`src/rtl/edic_debug_pkg.sv`:
```
// Shared types and constants for the EDiC debug step/run controller.
package edic_debug_pkg;

  localparam int DBG_SYNC_STAGES = 2;

  typedef enum logic [1:0] {
    HALT       = 2'd0,
    STEP_INSTR = 2'd1,
    RUN        = 2'd2,
    BREAK      = 2'd3
  } dbg_state_t;

endpackage

```
`src/rtl/button_debouncer.sv`:
```
// Step button conditioning: 2-flop synchroniser, stability counter and
// a one-cycle pulse on each accepted rising edge.
module button_debouncer
  import edic_debug_pkg::*;
#(
  parameter int DEBOUNCE_CYCLES = 50000
) (
  input  logic clk,
  input  logic rst_n,
  input  logic btn,
  output logic step_req
);

  localparam int CNT_W = (DEBOUNCE_CYCLES > 1) ? $clog2(DEBOUNCE_CYCLES) : 1;
  localparam logic [CNT_W-1:0] CNT_LAST = CNT_W'(DEBOUNCE_CYCLES - 1);

  logic [DBG_SYNC_STAGES-1:0] sync_reg;
  logic                       level_reg;
  logic [CNT_W-1:0]           cnt_reg;
  logic                       synced;

  assign synced = sync_reg[DBG_SYNC_STAGES-1];

  // The counter only runs while the synced level differs from the accepted
  // one, so any bounce back to the accepted level reloads it.
  always_ff @(posedge clk or negedge rst_n) begin
    if (!rst_n) begin
      sync_reg  <= '0;
      level_reg <= 1'b0;
      cnt_reg   <= '0;
      step_req  <= 1'b0;
    end else begin
      sync_reg <= {sync_reg[DBG_SYNC_STAGES-2:0], btn};
      step_req <= 1'b0;
      if (synced == level_reg) begin
        cnt_reg <= '0;
      end else if (cnt_reg == CNT_LAST) begin
        level_reg <= synced;
        cnt_reg   <= '0;
        step_req  <= synced;
      end else begin
        cnt_reg <= cnt_reg + 1'b1;
      end
    end
  end

endmodule

```
`src/rtl/debug_step_ctrl.sv`:
```
// CPU step/run controller: microcycle/instruction step, free run and, when
// DEBUG_BREAKPOINT_EN is defined, run-mode breakpoints on the next PC.
module debug_step_ctrl
  import edic_debug_pkg::*;
#(
  parameter int ADDR_WIDTH      = 16,
  parameter int NUM_BP          = 4,
  parameter int DEBOUNCE_CYCLES = 50000
) (
  input  logic                                      i_oszClk,
  input  logic                                      i_nReset,
  input  logic                                      i_btnStep,
  input  logic                                      i_swInstrNCycle,
  input  logic                                      i_swStepNRun,
  input  logic                                      i_swEnableBreakpoint,
  input  logic [NUM_BP*ADDR_WIDTH-1:0]              i_bpAddress,
  input  logic [NUM_BP-1:0]                         i_bpValid,
  input  logic [ADDR_WIDTH-1:0]                     i_pc,
  input  logic                                      i_instrBoundary,
  output logic                                      o_cpuClkEn,
  output logic                                      o_halted,
  output logic                                      o_bpHit,
  output logic [((NUM_BP > 1) ? $clog2(NUM_BP) : 1)-1:0] o_bpHitIdx
);

  localparam int IDX_W = (NUM_BP > 1) ? $clog2(NUM_BP) : 1;

  dbg_state_t                 state_reg;
  logic                       step_req;
  logic [DBG_SYNC_STAGES-1:0] instr_sync_reg;
  logic [DBG_SYNC_STAGES-1:0] step_sync_reg;
  logic                       sw_instr;
  logic                       sw_step;

  button_debouncer #(
    .DEBOUNCE_CYCLES(DEBOUNCE_CYCLES)
  ) u_debouncer (
    .clk      (i_oszClk),
    .rst_n    (i_nReset),
    .btn      (i_btnStep),
    .step_req (step_req)
  );

  // Step/run synchroniser resets to "step" so a fresh reset never starts running.
  always_ff @(posedge i_oszClk or negedge i_nReset) begin
    if (!i_nReset) begin
      instr_sync_reg <= '0;
      step_sync_reg  <= '1;
    end else begin
      instr_sync_reg <= {instr_sync_reg[DBG_SYNC_STAGES-2:0], i_swInstrNCycle};
      step_sync_reg  <= {step_sync_reg[DBG_SYNC_STAGES-2:0], i_swStepNRun};
    end
  end

  assign sw_instr = instr_sync_reg[DBG_SYNC_STAGES-1];
  assign sw_step  = step_sync_reg[DBG_SYNC_STAGES-1];

`ifdef DEBUG_BREAKPOINT_EN
  logic [DBG_SYNC_STAGES-1:0] bpen_sync_reg;
  logic [NUM_BP-1:0]          hit_vec;
  logic [IDX_W-1:0]           bp_idx;
  logic                       bp_match;

  always_ff @(posedge i_oszClk or negedge i_nReset) begin
    if (!i_nReset) begin
      bpen_sync_reg <= '0;
    end else begin
      bpen_sync_reg <= {bpen_sync_reg[DBG_SYNC_STAGES-2:0], i_swEnableBreakpoint};
    end
  end

  for (genvar gi = 0; gi < NUM_BP; gi++) begin : g_cmp
    assign hit_vec[gi] = i_bpValid[gi] && (i_pc == i_bpAddress[gi*ADDR_WIDTH +: ADDR_WIDTH]);
  end

  // Scan from the top so the lowest matching entry wins.
  always_comb begin
    bp_idx = '0;
    for (int k = NUM_BP - 1; k >= 0; k--) begin
      if (hit_vec[k]) bp_idx = IDX_W'(k);
    end
  end

  assign bp_match = bpen_sync_reg[DBG_SYNC_STAGES-1] && (|hit_vec);
`else
  logic unused_bp_inputs;
  assign unused_bp_inputs = ^{i_bpAddress, i_bpValid, i_swEnableBreakpoint, i_pc};
`endif

  always_ff @(posedge i_oszClk or negedge i_nReset) begin
    if (!i_nReset) begin
      state_reg  <= HALT;
      o_cpuClkEn <= 1'b0;
      o_halted   <= 1'b1;
      o_bpHit    <= 1'b0;
      o_bpHitIdx <= '0;
    end else begin
      case (state_reg)
        HALT: begin
          o_cpuClkEn <= 1'b0;
          if (!sw_step) begin
            state_reg  <= RUN;
            o_cpuClkEn <= 1'b1;
            o_halted   <= 1'b0;
          end else if (step_req) begin
            o_cpuClkEn <= 1'b1;
            if (sw_instr) begin
              state_reg <= STEP_INSTR;
              o_halted  <= 1'b0;
            end
          end
        end
        STEP_INSTR: begin
          if (o_cpuClkEn && i_instrBoundary) begin
            state_reg  <= HALT;
            o_cpuClkEn <= 1'b0;
            o_halted   <= 1'b1;
          end
        end
        RUN: begin
`ifdef DEBUG_BREAKPOINT_EN
          // The matching boundary cycle has already executed; stop right after it.
          if (o_cpuClkEn && i_instrBoundary && bp_match) begin
            state_reg  <= BREAK;
            o_cpuClkEn <= 1'b0;
            o_halted   <= 1'b1;
            o_bpHit    <= 1'b1;
            o_bpHitIdx <= bp_idx;
          end else
`endif
          if (sw_step) begin
            state_reg <= STEP_INSTR;
          end
        end
`ifdef DEBUG_BREAKPOINT_EN
        BREAK: begin
          if (step_req) begin
            o_bpHit <= 1'b0;
            if (!sw_step) begin
              state_reg  <= RUN;
              o_cpuClkEn <= 1'b1;
              o_halted   <= 1'b0;
            end else if (sw_instr) begin
              state_reg  <= STEP_INSTR;
              o_cpuClkEn <= 1'b1;
              o_halted   <= 1'b0;
            end else begin
              state_reg  <= HALT;
              o_cpuClkEn <= 1'b1;
            end
          end
        end
`endif
        default: begin
          state_reg  <= HALT;
          o_cpuClkEn <= 1'b0;
          o_halted   <= 1'b1;
        end
      endcase
    end
  end

endmodule

```
`config.mk`:
```
export PLATFORM = sky130hd
export DESIGN_NAME = debug_step_ctrl
export DESIGN_NICKNAME = d
export VERILOG_FILES = /design/src/rtl/edic_debug_pkg.sv /design/src/rtl/button_debouncer.sv /design/src/rtl/debug_step_ctrl.sv
export SDC_FILE = /design/constraint.sdc
export NUM_CORES = 1
export LEC_CHECK = 0
export ABC_AREA = 1
export CAP_MARGIN = 30
export CORE_MARGIN = 8
export CORE_UTILIZATION = 30
export DETAILED_ROUTE_END_ITERATION = 10
export PLACE_DENSITY = 0.78
export SLEW_MARGIN = 20
export SYNTH_ARGS = -nofsm -noshare
export SYNTH_HDL_FRONTEND = slang
export SYNTH_SLANG_ARGS = --single-unit
```
`constraint.sdc`:
```
create_clock -name i_oszClk -period 1.9 [get_ports i_oszClk]
set_input_delay 0.285 -clock i_oszClk [delete_from_list [all_inputs] [get_ports i_oszClk]]
set_output_delay 0.285 -clock i_oszClk [all_outputs]
set_load 0.01 [all_outputs]
```
## Yosys cells after proc, flatten, opt, wreduce, memory -nomap -nowiden

Cells that the tools add are included.

| operators by class | value |
|---|---|
| reduce and logical (&&, ||, !) cells | 6 |
| add/sub/neg operators | 1 |
| equality and inequality tests | 8 |
| multiplexer cells | 19 |
| bitwise logic cells | 2 |

Operators by type and width:

| operator | number |
|---|---|
| two-way mux 16 bit | 2 |
| adder 16 x 1 -> 16 bit (second input constant) | 1 |
| == test 16 bit (second input constant) | 1 |
| two-way mux 2 bit | 5 |
| two-way mux 1 bit | 9 |
| AND reduction 4 bit | 2 |
| one-hot mux 1 bit (3 select lines) | 2 |
| one-hot mux 2 bit (3 select lines) | 1 |
| inequality test 2 bit (second input constant) | 2 |
| AND reduction 2 bit | 2 |
| inequality test 3 x 2 -> 1 bit (second input constant) | 1 |
| inequality test 3 bit (second input constant) | 1 |
| == test 2 x 1 -> 1 bit (second input constant) | 1 |
| == test 2 bit (second input constant) | 1 |
| zero test 2 bit | 1 |
| inverter 1 bit | 2 |
| == test 1 bit | 1 |
| logical AND 1 bit | 1 |

| word-level totals | value |
|---|---|
| output and inout bits | 5 |
| input bits | 91 |
| register bits | 28 |
| word-level logic and storage cells | 45 |

## Logic depth before layout (Yosys ltp)

| logic depth | value |
|---|---|
| depth after elaboration | 4 |
| mapped depth | 8 |
| depth with buffers taken out | 8 |

## By module

A second synthesis with hierarchy kept.

| second synthesis, totals | value |
|---|---|
| cells, all modules | 160 |
| area total of the unflattened synthesis | 1386.3 µm² |

By module, submodules not included:

| module | cells each | sequential area each (µm²) | times used | area an instance (µm²) |
|---|---|---|---|---|
| button_debouncer | 124 | 500.5 | 1 | 1049.8 |
| debug_step_ctrl | 36 | 203.9 | 1 | 336.6 |

## Worst setup path after synthesis

Ideal clock, no wire load.

| timing | value |
|---|---|
| path kind | reg-to-reg |
| start point | reg u_debouncer.cnt_reg[0] |
| end point | reg u_debouncer.cnt_reg[8] |
| buffers on the path | 0 |
| period minus slack after synthesis | 1271 ps |
| arrival time | 1148 ps |
| stages on the path, launching flop included | 7 |
| data required time | 1777 ps |
| setup slack | 629 ps |
| library setup time | 123 ps |
| path through | dfrtp_1 -> ha_1 -> nand3_1 -> nor2_1 -> nand2_1 -> nand2_1 -> nor2_1 |

| on the way | value |
|---|---|
| cells in the longest elaborated chain, start to end | 3 |
| elaborated cells between the ends (all ways) | 4 |
| classes of those cells | add/sub: 1; eq/ne: 1; mux: 2 |

RTL lines:

| item | line | text |
|---|---|---|
| start, declared | button_debouncer.sv:19 | `logic [CNT_W-1:0] cnt_reg;` |
| start signal, assigned | button_debouncer.sv:42 | `cnt_reg <= cnt_reg + 1'b1;` |
| adder 16 x 1 -> 16 bit / == test 16 bit (equally long branches) | button_debouncer.sv:42, button_debouncer.sv:37 |  |
| two-way mux 16 bit * | button_debouncer.sv:37 | `end else if (cnt_reg == CNT_LAST) begin` |
| two-way mux 16 bit * | button_debouncer.sv:35 | `if (synced == level_reg) begin` |

Every way passes the cells marked *; elsewhere a longest branch is shown, timed or not.
A chain may end at the register's enable or synchronous reset.

## Worst setup path after layout

| timing | value |
|---|---|
| start point | reg o_halted |
| end point | out o_halted |

RTL lines:

| item | line | text |
|---|---|---|
| start, declared | debug_step_ctrl.sv:21 | `output logic o_halted,` |
| start signal, assigned | debug_step_ctrl.sv:94 | `o_halted <= 1'b1;` |
| start signal, assigned | debug_step_ctrl.sv:104 | `o_halted <= 1'b0;` |
| start signal, assigned | debug_step_ctrl.sv:109 | `o_halted <= 1'b0;` |

No word-level cell between the ends.

==> key figures <==
Setup path
  • Startpoint types: flip-flop
  • Worst-path cell with the longest stage delay: dfstp_2
  • R2r startpoint: u_debouncer.cnt_reg[0]
  • CP endpoint kind: output port
  • Worst-path maximum fanout: 2
  • Critical Path Source: o_halted
  • Crit path kind: flip-flop to output port
  • Path length in cells of the critical path: 1
  • Worst path max stage delay: 0.54 ns
  • Reg-to-reg endpoint: u_debouncer.cnt_reg[3]
  • Critical Path, Cell by Cell: clkdlybuf4s50_1
  • Arrival @ worst endpoint: 1.33 ns
  • Worst path bufs/invs: 1
  • Crit path to: o_halted
  • WP data required: 1.62 ns
  • Reg2reg setup slack: 0.36 ns
  • Delay-heaviest family, CP: flip-flops
  • Worst Reg2Reg Path Length in Cells: 6

Global route
  • Initial antenna violation count: 0
  • GR Layer Usage met2: 0.125
  • Vias in the first global route: 960
  • Met3 Use GR: 0.0195
  • Gr busiest metal: met2
  • Met1 Use GR: 0.0879
  • Gr ovfl total: 0
  • Largest net degree at the start of global routing: 29
  • GRT Total Usage: 0.0744
  • First-pass GRT wire length: 4030 µm

Routing
  • Vias after detailed routing: 1015
  • Via-to-Cell Ratio: 4.57
  • Per-cell routed wire length: 10.1 µm
  • Post-route ant nets: 0
  • DRC errors left: 0
  • Final WL: 2240 µm
  • DR pass1 iterations: 4
  • DRT iter0 DRCs: 28

Job
  • Max_cap viols: 0

Clock network
  • Clk_lat worst skew: 0.27 ns
  • Num CTS Buffers: 3
  • H-tree levels: 1
  • CTS Hold Bufs: 0
  • Setup Buffers After CTS: 0
  • Root Buffer: clkbuf_8
  • Clock Path Buffers: 2
  • TritonCTS clock tree: built
  • Clock transition at path regs: 0.09 ns
  • Sink Count: 28
  • Resized cells post-CTS: 0

Timing
  • Post-route clock period utilization: 0.852
  • Max Clock Freq: 0.618 GHz
  • Clock Skew: 0.00291 ns
  • Hold_ws: 0.353 ns
  • Fin. Hold Viols: 0
  • Count of final max-slew check failures: 0
  • Setup-failing EPs final: 0
  • Setup Total Neg Slack: 0 ns
  • Min cycle time layout: 1.62 ns
  • RSZ-0062 raised after global routing: no

Worst hold path
  • Hold Path Class: flip-flop to flip-flop

Final layout
  • # nets final: 263
  • Max FFs per register: 16
  • Area Growth Syn to Fin: 15.0%
  • Commonest non-fill, non-tap cell in the layout: nand2_1
  • Antenna cells: 0
  • Most frequent cells in the layout: nand2_1 (37), nor2_1 (30), dfrtp_1 (25)
  • Fraction of layout cells with a size suffix above 1: 0.0706

Synthesis
  • Syn avg cell area: 8.34 µm²
  • Post-synthesis cell area: 1330 µm²
  • Post-Synthesis Cells: 159
  • Synth cell types: 21
  • Top cells by area, synth: dfrtp_1 (47%), nand2_1 (10%), nor2_1 (8.5%), nand3_1 (6.8%), dfstp_2 (5.9%)
  • Yosys warnings: 3
  • Yosys reg bits: 28
  • Top cell type by total area after synthesis: dfrtp_1
  • Share of the synthesized area in the top cell type: 0.472
  • Post-synthesis sequential area ratio: 0.531

Floorplan
  • Number of placed I/O pins: 96
  • Die W: 82.5 µm
  • Die Span Y: 82.5 µm
  • Area of the core: 4290 µm²
  • Site row count: 24
  • Initial core utilization: 0.309
  • Die area: 6800 µm²

Pwr
  • Leakage power: 0.744 nW
  • PwrDens: 894 nW/µm²
  • Worst VDD drop: 396 µV

Place
  • Routability Congestion: 0.836
  • Port Buffers: 7
  • DP HPWL: 1710 µm

Status
  • Status: finished, final reports clean
## cell usage after synthesis
library cell	n
dfrtp_1	25
nand2_1	37
xor2_2	1
buf_4	3
nor2_1	30
a21o_1	1
a21oi_1	1
ha_1	1
conb_1	1
nor2_4	1
nor3_4	1
dfstp_2	3
xnor2_1	2
nand3_1	18
a31oi_1	2
inv_1	19
or2_2	1
o21ai_0	2
nand4_1	5
nor3_1	2
xor2_1	3
## how the worst min path moves through the flow
| stage | cells past startpoint | start | slack, ns | end |
|---|---|---|---|---|
| floorplan | 0 | i_nReset | -0.01 | instr_sync_reg[0] |
| global placement | 0 | instr_sync_reg[0] | 0.34 | instr_sync_reg[1] |
| detailed placement | 0 | u_debouncer.sync_reg[0] | 0.33 | u_debouncer.sync_reg[1] |
| CTS | 0 | u_debouncer.sync_reg[0] | 0.36 | u_debouncer.sync_reg[1] |
| global route | 0 | step_sync_reg[0] | 0.36 | step_sync_reg[1] |
| finish | 0 | u_debouncer.sync_reg[0] | 0.35 | u_debouncer.sync_reg[1] |
## metal layers
layer | routed length [µm] | vias up
met5 | 0 | -
li1 | - | 517
met2 | 1070 | 20
met4 | 44 | 0
met1 | 991 | 473
met3 | 135 | 5
## power by group
part	leakage [nW]	switching, mW	internal, mW
Combinational	0.343	0.118	0.100
Clock	0.0357	0.169	0.282
Sequential	0.365	0.0348	0.659
Total	0.744	0.322	1.04
## stage by stage
stage / setup slack, ns / area, µm² / power, mW / cells / utilization
global placement: 0.384 / 1450 / 0.918 / 218 / 0.339
CTS: 0.268 / 1530 / 1.38 / 222 / 0.355
detailed placement: 0.373 / 1450 / 0.928 / 218 / 0.339
finish: 0.282 / 1530 / 1.36 / 222 / 0.355
floorplan: 0.629 / 1330 / 0.839 / 161 / -
global route: 0.215 / 1530 / 1.45 / 222 / 0.355
## area by class of cell
cell class,instances,area [µm²]
clock buffer,3,41.3
clock inverter,1,30.0
fill,442,2770
inverter,19,71.3
multi-input combinational,111,536
sequential,28,704
tap,52,65.1
timing repair buffer,8,77.6
## cells by family (layout without fill, tap and decap cells)
family,after synthesis,count (layout),share of synthesized area
AO/OA/AOI/OAI,6,6,0.0264
XOR/XNOR,6,6,0.0453
adder cells (fa/ha/maj),1,1,0.00943
buffers and inverters,22,31,0.0708
flip-flops,28,28,0.531
other,1,3,0.00283
AND/OR/NAND/NOR,95,95,0.314
(Power assumes the default switching activity.)
